## src/rtl/fetch_if.sv

```systemverilog
// fetch_if: imem read handshake, EX redirect, ID stall and IF/ID outputs of the fetch stage
interface fetch_if;
  logic [31:0] imem_address;
  logic        imem_read;
  logic [31:0] imem_rdata;
  logic        imem_resp;
  logic        stall;
  logic        redirect_valid;
  logic [31:0] redirect_pc;
  logic        id_valid;
  logic [31:0] id_pc;
  logic [31:0] id_instr;
  logic [6:0]  id_opcode;
  logic [2:0]  id_funct3;
  logic [6:0]  id_funct7;
  logic [4:0]  id_rs1;
  logic [4:0]  id_rs2;
  logic [4:0]  id_rd;
  modport master (
    output imem_address, imem_read, id_valid, id_pc, id_instr,
           id_opcode, id_funct3, id_funct7, id_rs1, id_rs2, id_rd,
    input  imem_rdata, imem_resp, stall, redirect_valid, redirect_pc
  );
  modport slave (
    input  imem_address, imem_read, id_valid, id_pc, id_instr,
           id_opcode, id_funct3, id_funct7, id_rs1, id_rs2, id_rd,
    output imem_rdata, imem_resp, stall, redirect_valid, redirect_pc
  );
endinterface

```

## src/rtl/fetch_stage.sv

```systemverilog
// fetch_stage: RV32I instruction fetch with PC, imem handshake, one-entry skid buffer and IF/ID register
module fetch_stage #(
  parameter logic [31:0] RESET_PC = 32'h00000060
) (
  input logic    clk,
  input logic    rst,
  fetch_if.master bus
);
  typedef enum logic [1:0] {IDLE, REQ, DROP} state_t;
  state_t      state;
  logic [31:0] pc_reg, drop_addr, buf_pc, buf_instr, id_pc, id_instr;
  logic        buf_valid, id_valid;
  logic        accept, hold, buf_next;
  assign accept   = state == REQ && bus.imem_resp && !bus.redirect_valid;
  assign hold     = id_valid && bus.stall;
  assign buf_next = !bus.redirect_valid && (hold ? buf_valid || accept : buf_valid && accept);
  always_ff @(posedge clk or posedge rst) begin
    if (rst) begin
      state     <= IDLE;
      pc_reg    <= RESET_PC;
      drop_addr <= RESET_PC;
      buf_valid <= 1'b0;
      buf_pc    <= 32'h0;
      buf_instr <= 32'h00000013;
      id_valid  <= 1'b0;
      id_pc     <= 32'h0;
      id_instr  <= 32'h00000013;
    end else begin
      buf_valid <= buf_next;
      if (accept && (hold || buf_valid)) begin
        buf_pc    <= pc_reg;
        buf_instr <= bus.imem_rdata;
      end
      if (bus.redirect_valid)
        id_valid <= 1'b0;
      else if (!hold) begin
        id_valid <= buf_valid || accept;
        if (buf_valid) begin
          id_pc    <= buf_pc;
          id_instr <= buf_instr;
        end else if (accept) begin
          id_pc    <= pc_reg;
          id_instr <= bus.imem_rdata;
        end
      end
      if (bus.redirect_valid)
        pc_reg <= bus.redirect_pc;
      else if (accept)
        pc_reg <= pc_reg + 32'd4;
      // DROP keeps the address of the abandoned request stable until memory answers
      unique case (state)
        IDLE: if (bus.redirect_valid || !buf_next) state <= REQ;
        REQ: begin
          drop_addr <= pc_reg;
          if (bus.redirect_valid && !bus.imem_resp)
            state <= DROP;
          else if (accept && buf_next)
            state <= IDLE;
        end
        DROP: if (bus.imem_resp) state <= REQ;
        default: state <= IDLE;
      endcase
    end
  end
  assign bus.imem_read    = state != IDLE;
  assign bus.imem_address = state == DROP ? drop_addr : pc_reg;
  assign bus.id_valid     = id_valid;
  assign bus.id_pc        = id_pc;
  assign bus.id_instr     = id_instr;
  assign bus.id_opcode    = id_instr[6:0];
  assign bus.id_funct3    = id_instr[14:12];
  assign bus.id_funct7    = id_instr[31:25];
  assign bus.id_rs1       = id_instr[19:15];
  assign bus.id_rs2       = id_instr[24:20];
  assign bus.id_rd        = id_instr[11:7];
endmodule

```

## src/flat_wrapper.sv

```systemverilog
// flat-port wrapper written by rule: the top's interface ports become plain ports
module fetch_stage_flat 
#(
  parameter logic [31:0] RESET_PC = 32'h00000060
)
  (clk, rst, bus_imem_address, bus_imem_read, bus_id_valid, bus_id_pc, bus_id_instr, bus_id_opcode, bus_id_funct3, bus_id_funct7, bus_id_rs1, bus_id_rs2, bus_id_rd, bus_imem_rdata, bus_imem_resp, bus_stall, bus_redirect_valid, bus_redirect_pc);
  fetch_if bus_i ();
  input logic clk;
  input logic rst;
  output wire logic [$bits(bus_i.imem_address)-1:0] bus_imem_address;
  output wire logic [$bits(bus_i.imem_read)-1:0] bus_imem_read;
  output wire logic [$bits(bus_i.id_valid)-1:0] bus_id_valid;
  output wire logic [$bits(bus_i.id_pc)-1:0] bus_id_pc;
  output wire logic [$bits(bus_i.id_instr)-1:0] bus_id_instr;
  output wire logic [$bits(bus_i.id_opcode)-1:0] bus_id_opcode;
  output wire logic [$bits(bus_i.id_funct3)-1:0] bus_id_funct3;
  output wire logic [$bits(bus_i.id_funct7)-1:0] bus_id_funct7;
  output wire logic [$bits(bus_i.id_rs1)-1:0] bus_id_rs1;
  output wire logic [$bits(bus_i.id_rs2)-1:0] bus_id_rs2;
  output wire logic [$bits(bus_i.id_rd)-1:0] bus_id_rd;
  input wire logic [$bits(bus_i.imem_rdata)-1:0] bus_imem_rdata;
  input wire logic [$bits(bus_i.imem_resp)-1:0] bus_imem_resp;
  input wire logic [$bits(bus_i.stall)-1:0] bus_stall;
  input wire logic [$bits(bus_i.redirect_valid)-1:0] bus_redirect_valid;
  input wire logic [$bits(bus_i.redirect_pc)-1:0] bus_redirect_pc;
  assign bus_imem_address = bus_i.imem_address;
  assign bus_imem_read = bus_i.imem_read;
  assign bus_id_valid = bus_i.id_valid;
  assign bus_id_pc = bus_i.id_pc;
  assign bus_id_instr = bus_i.id_instr;
  assign bus_id_opcode = bus_i.id_opcode;
  assign bus_id_funct3 = bus_i.id_funct3;
  assign bus_id_funct7 = bus_i.id_funct7;
  assign bus_id_rs1 = bus_i.id_rs1;
  assign bus_id_rs2 = bus_i.id_rs2;
  assign bus_id_rd = bus_i.id_rd;
  assign bus_i.imem_rdata = bus_imem_rdata;
  assign bus_i.imem_resp = bus_imem_resp;
  assign bus_i.stall = bus_stall;
  assign bus_i.redirect_valid = bus_redirect_valid;
  assign bus_i.redirect_pc = bus_redirect_pc;
  fetch_stage #(.RESET_PC(RESET_PC)) u_core (.clk(clk), .rst(rst), .bus(bus_i));
endmodule
```

## config.mk

```make
export PLATFORM = sky130hd
export DESIGN_NAME = fetch_stage_flat
export DESIGN_NICKNAME = d
export VERILOG_FILES = /design/src/rtl/fetch_if.sv /design/src/rtl/fetch_stage.sv /design/src/flat_wrapper.sv
export SDC_FILE = /design/constraint.sdc
export NUM_CORES = 1
export LEC_CHECK = 0
export CAP_MARGIN = 20
export CORE_MARGIN = 10
export CORE_UTILIZATION = 46
export CTS_CLUSTER_SIZE = 40
export DETAILED_ROUTE_END_ITERATION = 8
export GPL_TIMING_DRIVEN = 0
export HOLD_SLACK_MARGIN = 0.1
export PLACE_DENSITY = 0.77
export SYNTH_ARGS = -nofsm -noshare
export SYNTH_HDL_FRONTEND = slang
export SYNTH_SLANG_ARGS = --single-unit
```

## constraint.sdc

```tcl
create_clock -name clk -period 5.55 [get_ports clk]
set_input_delay 0.555 -clock clk [delete_from_list [all_inputs] [get_ports clk]]
set_output_delay 0.555 -clock clk [all_outputs]
set_load 0.02 [all_outputs]
```

==> flow_metrics.tcl <==
set metrics [dict create \
    grt_start_max_net_pins 43 \
    ys_ff_latch 196 \
    ant_nets 0 \
    x_dimension_of_the_die_um 162 \
    synth.cell_area_um2 9340 \
    grt.overflow.total 0 \
    rsz0062_at_grt "false" \
    maxCapViolCount 0 \
    synth-main-ff-cell "sky130_fd_sc_hd__dfrtp_1" \
    io_buffers 198 \
    timing.critical_path.to_type "output pin" \
    post_drt_wl_per_cell_um 18.4 \
    setup_total_negative_slack_ns 0 \
    synthToLayoutAreaGrowth_pct 32.7 \
    post_cts_buffers 0 \
    setup_ws_ns 1.96 \
    postSynthCellCount 884 \
    cp-start-kind "register" \
    final_hold_viol_count 0 \
    first_iter_violations 532 \
    clockBufferDepth 2 \
    grt_first_pass_wirelength_mm 40.6 \
    finalWorstPathRequiredPeriod_ns 3.59 \
    worst_setup_path_startpoint "u_core.state[1]" \
    cts_max_level 4 \
    cp_data_arrival_time_ns 3.03 \
    root_buffer_cell "sky130_fd_sc_hd__clkbuf_16" \
    worst_r2r_endpoint "u_core.bus.id_pc[8]" \
    start_util 0.464 \
    max_clock_skew_ns 0.0136 \
    first_global_vias 7416 \
    worstSetupEndpoint "bus_imem_address[25]" \
    initial_antenna_violation_count 0 \
    drt_pass1_iterations 9 \
    timing.reg2reg.worst_path_depth 8 \
    hold_path.class "input port to async pin" \
    remaining_drc_errors 0 \
    fill_cells 1623 \
    pre_cts_ws_ns 2.26 \
    antennaDiodeCount 0 \
    synth_top_area_share 0.499 \
    report.final.slew_viol_count 0 \
    num_io_pins 199 \
    tritoncts "yes" \
    final-setup-viol-count 0 \
    critPathKind "register to output pin" \
    path_max_fanout 10 \
    hpwl_mm 19.0 \
    routed_vias_inst 5.32 \
    regToRegSetupSlack_ns 2.94 \
    p_per_area_nw_per_um2 408 \
    cp_data_required_time_ns 4.99 \
    groute.usage.overall 0.192 \
    outcome "finished clean" \
    gp_congestion 0.920 \
    finish.net_count 1176 \
    holdBufCountCts 0 \
    layout_common_cells "198 x sky130_fd_sc_hd__clkdlybuf4s50_1, 186 x sky130_fd_sc_hd__dfrtp_1, 184 x sky130_fd_sc_hd__nand2_1, 92 x sky130_fd_sc_hd__o21ai_0, 72 x sky130_fd_sc_hd__mux2_2" \
    final_layout_size_suffix_gt1_frac 0.169 \
    synth.yosys.seq_area_share 0.527 \
    dieHeight_um 162 \
    clkSinkCount 196 \
    cts_made_buffers 17 \
    post_synth.cell_area_avg_um2 10.6 \
    async_reset_ff_frac 1.00 \
    synth_nets 954 \
    max_slew_headroom 0.495 \
    worstMarginPinSlew_ns 0.757 \
    post_cts_resized 0 \
    final_min_period_over_clock_period 0.646 \
    leakage_nw 5.28 \
    crit-reg2reg-launch "u_core.state[0]" \
    synthDominantAreaCellType "sky130_fd_sc_hd__dfrtp_1" \
    synth.distinct_cells 47 \
    placement_rows 52 \
    path_clk_slew_ns 0.07 \
    synth.top_cells.by_area "sky130_fd_sc_hd__dfrtp_1 50%, sky130_fd_sc_hd__mux2_2 8.7%, sky130_fd_sc_hd__nand2_1 7.4%" \
    design.core.area_um2 20100 \
    detailroute.via_count 7391 \
    yosysWarnings 0 \
    max_freq_mhz 279 \
    clock_insertion_delay_worst_skew_ns 0.44 \
    drt-total-wl_mm 25.5 \
    count_of_flip_flops_with_a_built_in_enable_after_synthesis 0 \
    ir_worst_vdd_mv 0.216 \
    layout.cells.most_common "sky130_fd_sc_hd__clkdlybuf4s50_1" \
    floorplan.die_area_um2 26400 \
]
[kinds of logic (layout without fill, tap and decap cells)]
| logic type | Yosys count | count (layout) | share of synthesized area |
|---|---|---|---|
| multiplexers | 157 | 157 | 0.181 |
| AND/OR/NAND/NOR | 281 | 281 | 0.140 |
| XOR/XNOR | 10 | 10 | 0.00938 |
| adder cells (fa/ha/maj) | 1 | 1 | 0.00134 |
| buffers and inverters | 109 | 344 | 0.0623 |
| AO/OA/AOI/OAI | 130 | 130 | 0.0795 |
| flip-flops | 196 | 196 | 0.527 |
[per-stage QoR]
stage	area, um2	util	instances	power (mW)	hold slack (ns)
floorplan	9340	-	884	2.98	0.437
global placement	11700	0.580	1352	3.71	0.447
detailed placement	11800	0.585	1357	3.78	0.446
CTS	12400	0.616	1389	5.10	0.402
global route	12400	0.616	1389	5.31	0.408
finish	12400	0.616	1389	5.06	0.416
[power by group]
group | switching [mW] | total, mW | internal (mW)
clock network | 0.566 | 1.33 | 0.761
logic | 0.825 | 1.66 | 0.831
registers | 0.237 | 2.07 | 1.84
total | 1.63 | 5.06 | 3.43
[worst min-delay path by stage]
stage | slack [ns] | start | to
floorplan | 0.44 | u_core.drop_addr[5] | u_core.drop_addr[5]
global placement | 0.45 | u_core.drop_addr[6] | u_core.drop_addr[6]
detailed placement | 0.45 | u_core.drop_addr[6] | u_core.drop_addr[6]
CTS | 0.40 | rst | u_core.bus.id_instr[3]
global route | 0.41 | rst | u_core.bus.id_instr[3]
finish | 0.42 | rst | u_core.bus.id_instr[3]
[metal layers]
| layer | vias up | track usage | part of all wire |
|---|---|---|---|
| met4 | 0 | 0.0608 | 0.018 |
| met1 | 3602 | 0.247 | 0.45 |
| li1 | 3480 | - | - |
| met3 | 45 | 0.0506 | 0.065 |
| met2 | 264 | 0.311 | 0.47 |
| met5 | - | 0 | 0 |
[cell type report]
type,instances,area (um2),area share
buffer,101,552,0.0445
clock buffer,17,425,0.0343
clock inverter,15,203,0.0164
inverter,8,33.8,0.00273
multi-input combinational,579,3840,0.310
sequential,196,4920,0.397
tap,270,338,0.0273
timing repair buffer,203,2080,0.168
[critical path, cell delays in order (launching register included)]
cell	delay, ns
sky130_fd_sc_hd__dfrtp_1	0.45
sky130_fd_sc_hd__nor2b_1	0.28
sky130_fd_sc_hd__buf_1	0.51
sky130_fd_sc_hd__clkbuf_1	0.41
sky130_fd_sc_hd__nand2_1	0.09
sky130_fd_sc_hd__o21ai_0	0.18
sky130_fd_sc_hd__clkdlybuf4s50_1	0.69
[synthesized netlist by cell type (3+ instances only)]
master,count
sky130_fd_sc_hd__buf_2,21
sky130_fd_sc_hd__clkbuf_1,33
sky130_fd_sc_hd__mux2_1,20
sky130_fd_sc_hd__o21ai_0,92
sky130_fd_sc_hd__o311ai_0,5
sky130_fd_sc_hd__or4_1,11
sky130_fd_sc_hd__nor2_1,18
sky130_fd_sc_hd__dfrtp_1,186
sky130_fd_sc_hd__or2_2,4
sky130_fd_sc_hd__dfstp_2,10
sky130_fd_sc_hd__nand4_1,18
sky130_fd_sc_hd__o31ai_1,6
sky130_fd_sc_hd__buf_1,9
sky130_fd_sc_hd__and3_1,8
sky130_fd_sc_hd__nand2_1,184
sky130_fd_sc_hd__a31oi_1,11
sky130_fd_sc_hd__nand3_1,12
sky130_fd_sc_hd__buf_4,37
sky130_fd_sc_hd__mux2i_1,65
sky130_fd_sc_hd__or3_1,3
sky130_fd_sc_hd__inv_1,8
sky130_fd_sc_hd__mux2_2,72
sky130_fd_sc_hd__and2_1,4
sky130_fd_sc_hd__xor2_1,6
sky130_fd_sc_hd__xnor2_1,4
sky130_fd_sc_hd__nor4_1,3
sky130_fd_sc_hd__a21oi_1,5
No activity file was read; power rests on OpenSTA's default activity.
